`config.mk`:
```
export PLATFORM = sky130hd
export DESIGN_NAME = fnd_scan_ctrl
export DESIGN_NICKNAME = d
export VERILOG_FILES = /design/src/rtl/fnd_pkg.sv /design/src/rtl/fnd_hex_dec.sv /design/src/rtl/fnd_scan_ctrl.sv
export SDC_FILE = /design/constraint.sdc
export NUM_CORES = 1
export LEC_CHECK = 0
export ABC_AREA = 1
export BUFFER_PORTS_ARGS = -buffer_cell sky130_fd_sc_hd__buf_4
export CAP_MARGIN = 20
export CORE_UTILIZATION = 59
export CTS_BUF_LIST = sky130_fd_sc_hd__clkbuf_8
export DETAILED_ROUTE_END_ITERATION = 6
export PLACE_DENSITY = 0.86
export RECOVER_POWER = 100
export SLEW_MARGIN = 10
export SYNTH_ARGS = -nofsm -noshare
export SYNTH_HDL_FRONTEND = slang
export SYNTH_SLANG_ARGS = --single-unit
```
`constraint.sdc`:
```
create_clock -name clk -period 1.8 [get_ports clk]
set_input_delay 0.27 -clock clk [delete_from_list [all_inputs] [get_ports clk]]
set_output_delay 0.27 -clock clk [all_outputs]
set_load 0.03 [all_outputs]
```
`src/rtl/fnd_pkg.sv`:
```
// fnd_pkg: shared constants and helpers for the multiplexed 7-segment scanner.
package fnd_pkg;

    localparam logic [6:0] SEG_BLANK = 7'h7F;

    // Active-low {a,b,c,d,e,f,g}, a in the MSB, indexed by hex value.
    localparam logic [6:0] SEG_TABLE [16] = '{
        7'h01, 7'h4F, 7'h12, 7'h06, 7'h4C, 7'h24, 7'h20, 7'h0D,
        7'h00, 7'h04, 7'h08, 7'h60, 7'h31, 7'h42, 7'h30, 7'h38
    };

    // Turns a one-hot "digit enabled" mask into pin levels for the board's common polarity.
    function automatic logic [7:0] com_level(input logic [7:0] mask, input bit active_low);
        return active_low ? ~mask : mask;
    endfunction

endpackage

```
`src/rtl/fnd_hex_dec.sv`:
```
// fnd_hex_dec: combinational hex nibble to active-low 7-segment pattern.
module fnd_hex_dec
    import fnd_pkg::*;
(
    input  logic [3:0] hex,
    output logic [6:0] seg
);

    assign seg = SEG_TABLE[hex];

endmodule

```
`src/rtl/fnd_scan_ctrl.sv`:
```
// fnd_scan_ctrl: time-multiplexed N-digit FND driver with dead time, decimal points
// and leading-zero blanking; all pin outputs are registered.
module fnd_scan_ctrl
    import fnd_pkg::*;
#(
    parameter int N_DIGITS       = 4,
    parameter int SCAN_DIV       = 50000,
    parameter int DEAD_CYC       = 16,
    parameter bit COM_ACTIVE_LOW = 1'b1
) (
    input  logic                  clk,
    input  logic                  rst_n,
    input  logic                  en,
    input  logic                  load,
    input  logic [4*N_DIGITS-1:0] value,
    input  logic [N_DIGITS-1:0]   dp_in,
    input  logic                  blank_lz,
    output logic [6:0]            fnd_seg,
    output logic                  fnd_dp,
    output logic [N_DIGITS-1:0]   fnd_com,
    output logic [2:0]            scan_idx
);

    localparam int IW = N_DIGITS > 1 ? $clog2(N_DIGITS) : 1;
    localparam int CW = $clog2(SCAN_DIV);
    localparam logic [CW-1:0] CNT_LAST = CW'(SCAN_DIV - 1);
    localparam logic [CW-1:0] CNT_ON   = CW'(DEAD_CYC);
    localparam logic [IW-1:0] IDX_LAST = IW'(N_DIGITS - 1);
    localparam logic [N_DIGITS-1:0] COM_OFF = N_DIGITS'(com_level(8'h00, COM_ACTIVE_LOW));

    logic [4*N_DIGITS-1:0] sh_val;
    logic [N_DIGITS-1:0]   sh_dp;
    logic [CW-1:0]         cnt;
    logic [IW-1:0]         idx;
    logic [3:0]            nib;
    logic [6:0]            dec_seg;
    logic [N_DIGITS-1:0]   lz;
    logic [N_DIGITS-1:0]   sel;
    logic [N_DIGITS-1:0]   com_on;
    logic                  on;
    logic                  blank;
    logic                  run;

    assign nib      = sh_val[4*idx +: 4];
    assign sel      = N_DIGITS'(1) << idx;
    assign com_on   = N_DIGITS'(com_level(8'(sel), COM_ACTIVE_LOW));
    assign scan_idx = 3'(idx);

    fnd_hex_dec u_dec (
        .hex (nib),
        .seg (dec_seg)
    );

    // lz[k] is set when digit k and every more-significant digit are zero.
    always_comb begin
        run = 1'b1;
        lz  = '0;
        for (int k = N_DIGITS - 1; k >= 0; k--) begin
            run   = run & (sh_val[4*k +: 4] == 4'h0);
            lz[k] = run;
        end
        on    = cnt >= CNT_ON;
        blank = blank_lz && idx != '0 && lz[idx];
    end

    always_ff @(posedge clk or negedge rst_n) begin
        if (!rst_n) begin
            sh_val  <= '0;
            sh_dp   <= '0;
            cnt     <= '0;
            idx     <= '0;
            fnd_seg <= SEG_BLANK;
            fnd_dp  <= 1'b1;
            fnd_com <= COM_OFF;
        end else begin
            if (load) begin
                sh_val <= value;
                sh_dp  <= dp_in;
            end
            if (!en) begin
                cnt     <= '0;
                idx     <= '0;
                fnd_seg <= SEG_BLANK;
                fnd_dp  <= 1'b1;
                fnd_com <= COM_OFF;
            end else begin
                cnt     <= cnt == CNT_LAST ? '0 : cnt + 1'b1;
                idx     <= cnt != CNT_LAST ? idx : (idx == IDX_LAST ? '0 : idx + 1'b1);
                fnd_seg <= on && !blank ? dec_seg : SEG_BLANK;
                fnd_dp  <= on ? ~sh_dp[idx] : 1'b1;
                fnd_com <= on ? com_on : COM_OFF;
            end
        end
    end

endmodule

```
==> results.md <==
* Top FF cell, synth: dfrtp_1
* Seq/Total Area, Yosys at between 40% and 50%
* Initial Util at between 60% and 70%
* CP Capture Type: flop
* Fin crit share at between 80% and 90%
* Hold EP: sh_val[11]$_DFFE_PN0P_
* Via density at 5.261
* Syn-to-layout area delta at 12.73%
* Fillers at just under 400
* DP Wirelength at 3966 um
* RSZ-0062 raised after global routing: false
* Bufs on Longest Clock Path at 2
* Clock skew at 0.01146 ns
* Gr usage total at 24.09%
* Fmax at 0.6194 GHz
* Die width at 70.04 um
* Syn Std Cell Area at between 0.002 and 0.003 mm2
* CTS tree: yes
* Die Y at 70.04 um
* GP Congestion at 0.8883
* CP most frequent cell: nand2_1
* PD cells at around 780 mW/mm2
* Sequential power share at 50.6%
* CTS H-tree lvls at 2
* Yosys reg bits at 50
* FP Rows at 24
* WP data arrival at 1.84 ns
* Initial DRC Count at 146
* Pre-antenna DRT Iters at 4
* Max-cap violations at 0
* Combinational share of power at 23.4%
* DRC violations left at 0
* Number of flops mapped to enable cells by yosys at 0
* Maximum VDD drop at 0.5313 mV
* Slew margin rel. at between 10% and 20%
* Final ANT Viol Nets at 0
* Final hold vios at 0
* Max-slew violation count at 0
* First-pass GRT wire length at approximately 9400 um
* Final Critical Period at 1.615 ns
* Post-route setup TNS at 0 ns
* Hold Buf Count CTS at 1
* Syn. warnings at 0
* Internal power at 1.652 mW
* Worst R2R Setup Slack at 0.19 ns
* Hold WS at 0.1602 ns
* Crit-path slowest cell: dfrtp_1
* Min-delay src: value[11]
* Post_cts resized at 0
* Hold Crit Class: input port to flop
* Pin count of the biggest net entering global routing at 51
* IO Port Bufs at 38
* Initial antenna violation count at 0
* Post-synthesis area per instance at 8.252 um2
* Ant. Diodes at 0
* Sw Ratio at 31.58%
* Total power at 2.414 mW
* Placed Instances at 416
* Syn nets at 367
* Async S/R FF share, synth at 100.0%
* Clk_lat worst skew at 0.31 ns
* DR WL/cell at 12.63 um
* Vias in the first global route at 2,082
* Setup violators final at 0
* Clk pwr share at between 20% and 30%
* Fin cells at ~430
* Die area at 0.004906 mm2
* Clock buffer count from CTS at 5
* Slew @ Worst Pin at between 1 and 1.5 ns
* Cells after synthesis at between 300 and 400
* Max FO, Critical Path at 10
* Worst r2r dst: idx[1]$_DFFE_PN0P_
* NumNets Final at 408
* Crit path cell chain: ha_1 > nand2_1 > inv_1 > nand2_1 > nor2_1 > nand2_2 > nand2_1 > nand3_1 > o21ai_0
* R2R depth at 9
* Critical path launch point type: flop
* CORE AREA at between 0.004 and 0.005 mm2
* IO Pins at 40
* Status: complete, no violations
* Sink Count at 50
* Total wire length at 5367 um
* CP Class: flop to flop
* Post-synth cell types at 30
* LEAKAGE at 1.505 nW
* Worst Hold Depth at 3
* Final global-route overflow total at 0
* CP Data Required Time at 2.02 ns
* Clock root cell: clkbuf_8
* Switch Pwr at around 0.76 mW
* CP peak stage delay at 0.39 ns
* Post-CTS Setup Inserts at 0
* Clock slew at reported path FFs at about 0.090 ns
* Critical R2R Launch: cnt[0]$_DFF_PN0_
* Share of layout cells above drive strength 1 at between 20% and 30%
* Vias at roughly 2,200
## metrics by stage
stage	instance area (um2)	worst slack, ns	utilization, %
CTS	3139	0.2227	71.12
global route	3079	0.01123	69.76
global placement	3048	0.2730	69.05
detailed placement	3048	0.2480	69.05
finish	3079	0.1854	69.76
floorplan	2731	0.1602	-
## cell families after synthesis
logic type               share of synthesized area [%]
adder cells (fa/ha/maj)                          5.039
other                                           0.1373
multiplexers                                     4.947
buffers and inverters                            6.459
AO/OA/AOI/OAI                                    5.177
XOR/XNOR                                         1.924
AND/OR/NAND/NOR                                  29.96
flip-flops                                       46.36
## cells in the mapped netlist (2+ instances only)
cell | number | area (um2)
a21oi_1 | 6 | 30.03
nand3_1 | 22 | 110.1
and3_1 | 2 | 12.51
nor2_2 | 5 | 31.28
nor2_1 | 36 | 135.1
dfstp_2 | 12 | 315.3
nand2_1 | 92 | 345.3
inv_2 | 7 | 26.28
mux2_2 | 12 | 135.1
o21ai_1 | 4 | 20.02
o21bai_1 | 2 | 15.01
nor3_1 | 6 | 30.03
nand4_1 | 2 | 12.51
ha_1 | 11 | 137.6
nand2_2 | 14 | 87.58
buf_6 | 2 | 22.52
inv_1 | 27 | 101.4
nand2_4 | 2 | 22.52
buf_2 | 3 | 15.01
xor2_1 | 6 | 52.55
dfrtp_1 | 38 | 950.9
o21ai_0 | 12 | 60.06
## layout by cell type, fill, tap and decap left out
cell type,instances
nand2_1,94
dfrtp_1,38
nor2_1,37
inv_1,29
buf_4,27
nand3_1,22
nand2_2,13
o21ai_0,13
mux2_2,12
dfstp_2,12
clkbuf_1,12
ha_1,11
inv_2,6
nor3_1,6
a21oi_1,6
xor2_1,6
clkbuf_8,5
nor2_2,4
o21ai_1,3
nand4_1,2
o21bai_1,2
and3_1,2
or2_0,1
nand3_2,1
nor3b_1,1
nand2_4,1
a21oi_4,1
nand3b_1,1
conb_1,1
clkinv_2,1
clkinv_1,1
dlygate4sd3_1,1
clkbuf_2,1
## power groups by stage
stage	combinational, mW	sequential [mW]	clock (mW)
floorplan	0.397	1.24	0
global placement	0.546	1.24	0
detailed placement	0.563	1.24	0
CTS	0.569	1.22	0.643
global route	0.650	1.23	0.675
finish	0.564	1.22	0.629
## worst max-delay path: cells and delay by family, from the launching register on
family	cells	cell delay, ns
buffers and inverters	1	0.08
DFF	1	0.39
AOI/OAI and AO/OA	1	0.10
adders and majority gates	1	0.18
and+or+nand+nor	6	0.78
## layout make-up
cell class              count  area [um2]  share of cell area, %
clock buffers               5       68.82                  2.235
well taps                  52       65.06                  2.113
clock inverters             3       12.51                 0.4063
inverters                  34       127.6                  4.145
flip-flops and latches     50        1266                  41.12
multi-input cells         240        1276                  41.45
repair buffers             41       262.8                  8.533
## state kept, by name (all words and copies together), names as in the netlist
| register | count |
|---|---|
| cnt | 16 |
| sh_val | 16 |
| fnd_seg | 7 |
| fnd_com | 4 |
| sh_dp | 4 |
| idx | 2 |
| fnd_dp | 1 |
## routing by layer
metal | GRT usage, % | wire length (um) | vias up
met5 | 0 | 0 | -
met1 | 35.27 | 2599 | 1031
li1 | - | - | 1119
met3 | 4.906 | 338 | 5
met4 | 7.333 | 72 | 0
met2 | 36.32 | 2358 | 81
## how the worst max path moves through the flow
stage                             from  cells after the start                   end
finish                cnt[0]$_DFF_PN0_                      9    idx[1]$_DFFE_PN0P_
global route        idx[0]$_DFFE_PN0P_                     11  fnd_seg[4]$_DFF_PN1_
CTS                 idx[0]$_DFFE_PN0P_                      9  fnd_seg[5]$_DFF_PN1_
detailed placement  idx[0]$_DFFE_PN0P_                      9  fnd_seg[5]$_DFF_PN1_
global placement      cnt[0]$_DFF_PN0_                      8     cnt[14]$_DFF_PN0_
floorplan           idx[1]$_DFFE_PN0P_                      9  fnd_seg[5]$_DFF_PN1_
(Power assumes the default switching activity.)
